[src/rtl/dbgu_pkg.sv]
// Shared opcodes, response codes and FSM encoding for the debug UART burst unit.
package dbgu_pkg;
  localparam logic [7:0] OP_ADR_SET   = 8'h01;
  localparam logic [7:0] OP_ADR_GET   = 8'h03;
  localparam logic [7:0] OP_BURST_WR  = 8'h06;
  localparam logic [7:0] OP_BURST_RD  = 8'h07;
  localparam logic [7:0] OP_RUN_CYC   = 8'h20;
  localparam logic [7:0] OP_CPU_RESET = 8'h21;
  localparam logic [7:0] OP_FREERUN   = 8'h22;
  localparam logic [7:0] OP_STATUS    = 8'h30;

  localparam logic [7:0] RSP_ACK = 8'h01;
  localparam logic [7:0] RSP_NAK = 8'h02;

  typedef enum logic [2:0] {
    IDLE, RX_ARGS, RX_WDATA, MEM_ACC, TX_DATA, CPU_RUN, TX_RESP
  } state_t;
endpackage

[src/rtl/dbgu_decode.sv]
// Opcode classifier: flags known opcodes and returns the number of argument bytes.
module dbgu_decode import dbgu_pkg::*; #(
  parameter int ADDR_W = 32
) (
  input  logic [7:0] opcode,
  output logic       known,
  output logic [3:0] arg_len
);
  localparam int AB = ADDR_W / 8;

  always_comb begin
    known   = 1'b1;
    arg_len = 4'd0;
    case (opcode)
      OP_ADR_SET:                          arg_len = 4'(AB);
      OP_ADR_GET, OP_CPU_RESET, OP_STATUS: arg_len = 4'd0;
      OP_BURST_WR, OP_BURST_RD, OP_FREERUN: arg_len = 4'd1;
      OP_RUN_CYC:                          arg_len = 4'd2;
      default:                             known = 1'b0;
    endcase
  end
endmodule

[src/rtl/dbgu_burst.sv]
// Debug UART command engine: address pointer, burst memory access and CPU run control.
module dbgu_burst import dbgu_pkg::*; #(
  parameter int DATA_W      = 32,
  parameter int ADDR_W      = 32,
  parameter int TIMEOUT_CYC = 120000
) (
  input  logic              clk,
  input  logic              reset,
  input  logic              rx_valid,
  input  logic [7:0]        rx_data,
  output logic              tx_write,
  output logic [7:0]        tx_data,
  input  logic              tx_finished,
  output logic              cts,
  output logic              cpu_run,
  output logic              cpu_n_reset,
  output logic [ADDR_W-1:0] adr_ptr,
  output logic [DATA_W-1:0] data_bus_out,
  input  logic [DATA_W-1:0] data_bus_in,
  output logic              RW,
  output logic              mem_op,
  input  logic              mem_rdy
);
  localparam int DB  = DATA_W / 8;
  localparam int AB  = ADDR_W / 8;
  localparam int AW  = (ADDR_W > 16) ? ADDR_W : 16;
  localparam int TW  = (ADDR_W > DATA_W) ? ADDR_W : DATA_W;
  localparam int TOW = $clog2(TIMEOUT_CYC + 1);

  state_t          state;
  logic [7:0]      opcode;
  logic [AW-1:0]   args, args_nx;
  logic [3:0]      arg_cnt, byte_cnt, tx_left, arg_len;
  logic [7:0]      word_cnt;
  logic [15:0]     run_cnt;
  logic [TOW-1:0]  to_cnt;
  logic [TW-1:0]   tx_word;
  logic            tx_busy, known, cmd_done, timed_out;
  logic [7:0]      dec_op;

  assign dec_op = (state == IDLE) ? rx_data : opcode;

  dbgu_decode #(.ADDR_W(ADDR_W)) u_dec (.opcode(dec_op), .known(known), .arg_len(arg_len));

  always_comb begin
    args_nx = args;
    args_nx[{arg_cnt, 3'b000} +: 8] = rx_data;
  end

  // A command is complete on its last argument byte (or its opcode, if it takes none).
  assign cmd_done  = rx_valid && known &&
                     (((state == IDLE) && (arg_len == 4'd0)) ||
                      ((state == RX_ARGS) && (arg_cnt == arg_len - 4'd1)));
  assign timed_out = (to_cnt == TOW'(TIMEOUT_CYC - 1));

  always_ff @(posedge clk) begin
    if (reset) begin
      state <= IDLE; tx_write <= 1'b0; tx_data <= '0; mem_op <= 1'b0; RW <= 1'b1;
      cts <= 1'b0; cpu_run <= 1'b0; cpu_n_reset <= 1'b0; adr_ptr <= '0;
      data_bus_out <= '0; opcode <= '0; args <= '0; arg_cnt <= '0; byte_cnt <= '0;
      word_cnt <= '0; run_cnt <= '0; to_cnt <= '0; tx_word <= '0; tx_left <= '0;
      tx_busy <= 1'b0;
    end else begin
      tx_write    <= 1'b0;
      cpu_n_reset <= 1'b1;
      case (state)
        IDLE: if (rx_valid) begin
          opcode <= rx_data; args <= '0; arg_cnt <= '0; to_cnt <= '0;
          if (!known) begin
            state <= TX_RESP; cts <= 1'b1; tx_word <= TW'(RSP_NAK); tx_left <= 4'd1;
          end else if (arg_len != 4'd0) state <= RX_ARGS;
        end
        RX_ARGS:
          if (rx_valid) begin
            args <= args_nx; arg_cnt <= arg_cnt + 4'd1; to_cnt <= '0;
          end else if (timed_out) begin
            state <= TX_RESP; cts <= 1'b1; tx_word <= TW'(RSP_NAK); tx_left <= 4'd1;
          end else to_cnt <= to_cnt + 1'b1;
        RX_WDATA:
          if (rx_valid) begin
            data_bus_out[{byte_cnt, 3'b000} +: 8] <= rx_data;
            to_cnt <= '0;
            if (byte_cnt == 4'(DB - 1)) begin
              byte_cnt <= '0; cts <= 1'b1; mem_op <= 1'b1; RW <= 1'b0; state <= MEM_ACC;
            end else byte_cnt <= byte_cnt + 4'd1;
          end else if (timed_out) begin
            state <= TX_RESP; cts <= 1'b1; tx_word <= TW'(RSP_NAK); tx_left <= 4'd1;
          end else to_cnt <= to_cnt + 1'b1;
        MEM_ACC: if (mem_rdy) begin
          mem_op  <= 1'b0;
          RW      <= 1'b1;
          adr_ptr <= adr_ptr + ADDR_W'(DB);
          if (RW) begin
            tx_word <= TW'(data_bus_in); tx_left <= 4'(DB); state <= TX_DATA;
          end else if (word_cnt == 8'd1) begin
            word_cnt <= '0; tx_word <= TW'(RSP_ACK); tx_left <= 4'd1; state <= TX_RESP;
          end else begin
            word_cnt <= word_cnt - 8'd1; cts <= 1'b0; to_cnt <= '0; state <= RX_WDATA;
          end
        end
        CPU_RUN:
          if (run_cnt == 16'd1) begin
            cpu_run <= 1'b0; run_cnt <= '0; state <= TX_RESP;
          end else run_cnt <= run_cnt - 16'd1;
        TX_DATA, TX_RESP:
          if (!tx_busy) begin
            tx_write <= 1'b1; tx_data <= tx_word[7:0]; tx_word <= tx_word >> 8; tx_busy <= 1'b1;
          end else if (tx_finished) begin
            tx_busy <= 1'b0;
            tx_left <= tx_left - 4'd1;
            if (tx_left == 4'd1) begin
              // Burst reads chain straight into the next fetch; everything else ends here.
              if (state == TX_DATA && opcode == OP_BURST_RD && word_cnt != 8'd1) begin
                word_cnt <= word_cnt - 8'd1; mem_op <= 1'b1; RW <= 1'b1; state <= MEM_ACC;
              end else begin
                word_cnt <= '0; cts <= 1'b0; state <= IDLE;
              end
            end
          end
        default: state <= IDLE;
      endcase

      if (cmd_done) begin
        cts <= 1'b1; state <= TX_RESP; tx_word <= TW'(RSP_ACK); tx_left <= 4'd1;
        case (dec_op)
          OP_ADR_SET: adr_ptr <= args_nx[ADDR_W-1:0];
          OP_ADR_GET: begin
            state <= TX_DATA; tx_word <= TW'(adr_ptr); tx_left <= 4'(AB);
          end
          OP_BURST_WR, OP_BURST_RD:
            if (args_nx[7:0] == 8'd0) tx_word <= TW'(RSP_NAK);
            else begin
              word_cnt <= args_nx[7:0]; byte_cnt <= '0;
              if (dec_op == OP_BURST_WR) begin
                state <= RX_WDATA; cts <= 1'b0; to_cnt <= '0;
              end else begin
                state <= MEM_ACC; mem_op <= 1'b1; RW <= 1'b1;
              end
            end
          OP_RUN_CYC:
            if (args_nx[15:0] != 16'd0) begin
              state <= CPU_RUN; cpu_run <= 1'b1; run_cnt <= args_nx[15:0];
            end
          OP_CPU_RESET: cpu_n_reset <= 1'b0;
          OP_FREERUN:   cpu_run <= args_nx[0];
          OP_STATUS:    tx_word <= TW'({4'(DB), 2'b00, cpu_n_reset, cpu_run});
          default:      tx_word <= TW'(RSP_NAK);
        endcase
      end
    end
  end
endmodule

[config.mk]
export PLATFORM = sky130hd
export DESIGN_NAME = dbgu_burst
export DESIGN_NICKNAME = d
export VERILOG_FILES = /design/src/rtl/dbgu_pkg.sv /design/src/rtl/dbgu_decode.sv /design/src/rtl/dbgu_burst.sv
export SDC_FILE = /design/constraint.sdc
export NUM_CORES = 1
export LEC_CHECK = 0
export BUFFER_PORTS_ARGS = -buffer_cell sky130_fd_sc_hd__buf_2
export CORE_AREA = 8 8 148 150
export DETAILED_ROUTE_END_ITERATION = 16
export DIE_AREA = 0 0 156 158
export GPL_TIMING_DRIVEN = 0
export HOLD_SLACK_MARGIN = 0.1
export PLACE_DENSITY = 0.78
export SYNTH_ARGS = -nofsm -noshare
export SYNTH_HDL_FRONTEND = slang
export SYNTH_SLANG_ARGS = --single-unit
[constraint.sdc]
create_clock -name clk -period 4.11 [get_ports clk]
set_input_delay 0.411 -clock clk [delete_from_list [all_inputs] [get_ports clk]]
set_output_delay 0.411 -clock clk [all_outputs]
set_load 0.02 [all_outputs]
==> impl_results.md <==
- Status: finished, final reports clean
- Register bit total from synthesis: a little over 200
- Post-synthesis cell type count: 86
- Final Hold Fails: 0
- R2R Setup Slk: between 0.1 and 0.15 ns
- Area grow syn2layout: 16.6%
- GP Congestion: around 1.0
- Syn Nets: about 1400
- Routed via count: 11700
- Switching Share: 0.362
- PortBufs: about 120
- Highest-delay cell along the critical path: mux2_2
- DRC: 0
- Drt initial violations: about 1400
- CP Buf/Inv Count: 4
- Crit path capture type: flop
- Fraction of layout cells with a size suffix above 1: 0.170
- Final ANT Viol Nets: 0
- Post-Synthesis Cells: 1363
- Largest net degree at the start of global routing: 13
- Leakage: roughly 5.0 nW
- Delay-heaviest family, CP: simple AND/OR/NAND/NOR gates
- Logic pwr share: 0.315
- Max Slew Vio Count: 0
- Worst Setup SP: state[0]
- Worst-margin pin slew: ~1.1 ns
- Slew HR: 0.227
- Post-synth EDFFs: 0
- VDD IR max: roughly 0.34 mV
- Net switching power figure: around 2.4 mW
- Sequential fraction of design power: 0.360
- Clock Pin Slew Worst Setup and Hold Paths: ~0.06 ns
- Sink Count: 207
- Core Area: 19700 um^2
- Crit Path Category: reg2reg
- Sequential share of the synthesized area: 0.365
- Reg2Reg Depth: 15
- Met1 GRT Util: 0.382
- GR Util met3: 0.0710
- GRT met2 Usage: 0.466
- Crit path launch type: flop
- Commonest non-fill, non-tap cells in the layout: dfxtp_1, nor2_1, buf_2
- Critical Path Max Stage Delay: 0.37 ns
- Synth warn: 0
- Clock Path Buffers: 3
- Power per Cell Area: between 500 and 600 nW/um^2
- Mapped Avg Cell Area: 8.33 um^2
- Pwr Total: 6.72 mW
- Post-DR wirelength/cell: ~21 um
- Primary FF master, synth: dfxtp_1
- Initial antenna violation count: 1
- CP Max Fanout: 10
- Max H-tree Level: 1
- Hpwl dp: 28000 um
- Critical Path AT: 4.38 ns
- Fraction of registers with async set/reset: 0
- Diode count: 0
- Final Skew: approximately 0.018 ns
- Clock Root Buffer: clkbuf_16
- CTS tree: built
- Total gr overflow: 0
- Worst Hold Depth: 3
- 1st-pass router iterations: 7
- Most common cell after layout, fill and taps aside: dfxtp_1
- Final Cycle Share: 0.970
- Peak Freq: approximately 250 MHz
- CTS Hold Bufs: 0
- Total CTS buffers: 24
- CP required: 4.50 ns
- R2R Path End: state[2]
- Crit path cell chain: buf_2 > nor3_4 > buf_6 > buf_4 > mux2_2 > a21oi_1 > nand2_1 > ha_1 > xnor2_2 > nor4_4 > o211ai_4 > nand2_2 > buf_2 > nand2_1 > a41o_1
- Clock power frac: 0.325
- Hold slack: ~0.22 ns
- Max Cap Viol: 0
- Total Routing Usage GR: 0.303
- Layer with the highest usage: met2
- First-pass GRT wire length: ~60000 um
- Io pins: between 100 and 150
- Cell-internal power: around 4.3 mW
- Mapped cell area: approximately 11000 um^2
- Initial Util: 0.576
- Final wirelength: 38400 um
- Die Y: 158 um
- Hold Path Class: in2reg
- Cell Rows: 52
- CP Capture Point: state[2]
- FF-to-FF Start: state[0]
- Final setup viols: 0
- Min cycle time layout: around 4 ns
- DR vias/cell: roughly 6.5
- WP depth: 15
- Final core occ: 0.671
- Vias in the first global route: roughly 11000
- Width of the die: 156 um
- Nets@finish: between 1500 and 2000
- Die area: 24600 um^2
- Skew-Pair Late Insertion Delay: between 0.5 and 0.6 ns
power by group through the flow:
stage	clock network, mW	logic, mW	registers [mW]
floorplan	0	1.43	2.42
global placement	0	1.95	2.44
detailed placement	0	1.98	2.44
CTS	2.19	2.01	2.41
global route	2.28	2.26	2.44
finish	2.18	2.12	2.42
cells in the mapped netlist, drive strengths merged (25+ instances only):
cell    count  area, um^2
a211oi     39         440
a21oi     118         609
buf        32         189
clkbuf     77         289
dfxtp     207        4140
inv        25        93.8
mux2i      43         430
nand2     103         387
nand3      68         340
nor2      150         563
nor3       44         225
o21ai      45         229
o31ai      32         240
xnor2      31         272
sequential cells by signal, indices dropped and copies added, names as in the netlist, 3 cells and up:
| signal | cells |
|---|---|
| arg_cnt | 4 |
| to_cnt | 17 |
| state | 3 |
| run_cnt | 16 |
| byte_cnt | 4 |
| data_bus_out | 32 |
| tx_data | 8 |
| tx_word | 32 |
| tx_left | 4 |
| args | 32 |
| word_cnt | 8 |
| adr_ptr | 32 |
| opcode | 8 |
layer usage:
layer,vias up,wire (um)
li1,5370,-
met1,5504,15300
met2,680,16500
met3,171,4260
met4,2,2310
met5,-,10
tightest hold or removal path, cell delays in order:
cell and delay (ns):
buf_2 0.08, a22oi_1 0.06, a21oi_1 0.14
cells by family (layout without fill, tap and decap cells):
family | count (synthesis) | after routing | synth area share
and+or+nand+nor | 508 | 508 | 0.225
AOI/OAI and AO/OA | 396 | 396 | 0.257
DFF | 207 | 207 | 0.365
buffers and inverters | 134 | 298 | 0.0504
muxes | 53 | 53 | 0.0478
xor gates and xnor gates | 51 | 51 | 0.0393
adders and majority gates | 14 | 14 | 0.0154
worst min-delay path by stage:
stage,start,endpoint
3_5_place_dp,tx_word[7],tx_data[7]
5_1_grt,data_bus_in[23],tx_word[23]
4_1_cts,data_bus_in[30],tx_word[30]
6_report,data_bus_in[30],tx_word[30]
3_3_place_gp,data_bus_out[3],data_bus_out[3]
2_1_floorplan,tx_word[1],tx_word[1]
cell type report:
type | instances | area, um^2
flip-flops and latches | 207 | 4140
clock inverters | 4 | 72.6
plain buffers | 109 | 497
multi-input cells | 1022 | 6710
clock buffers | 37 | 731
well taps | 270 | 338
repair buffers | 123 | 651
fillers | 1644 | 6480
inverters | 25 | 93.8
what timing repair did:
item                       4_1_cts  5_1_grt
setup endpoints to repair       92      112
pin swaps                        3        1
resized for setup               10       12
buffers inserted                 4        0
metrics by stage:
| step | area, um^2 | setup slack, ns | std cells | setup TNS, ns |
|---|---|---|---|---|
| floorplan | 11400 | 0.469 | 1363 | 0 |
| global placement | 12300 | -0.190 | 1752 | -10.02 |
| detailed placement | 12300 | -0.258 | 1752 | -13.42 |
| CTS | 13200 | 0.0336 | 1797 | 0 |
| global route | 13200 | -0.00146 | 1797 | -0.00146 |
| finish | 13200 | 0.125 | 1797 | 0 |
Power figures use the tool's default switching activity.
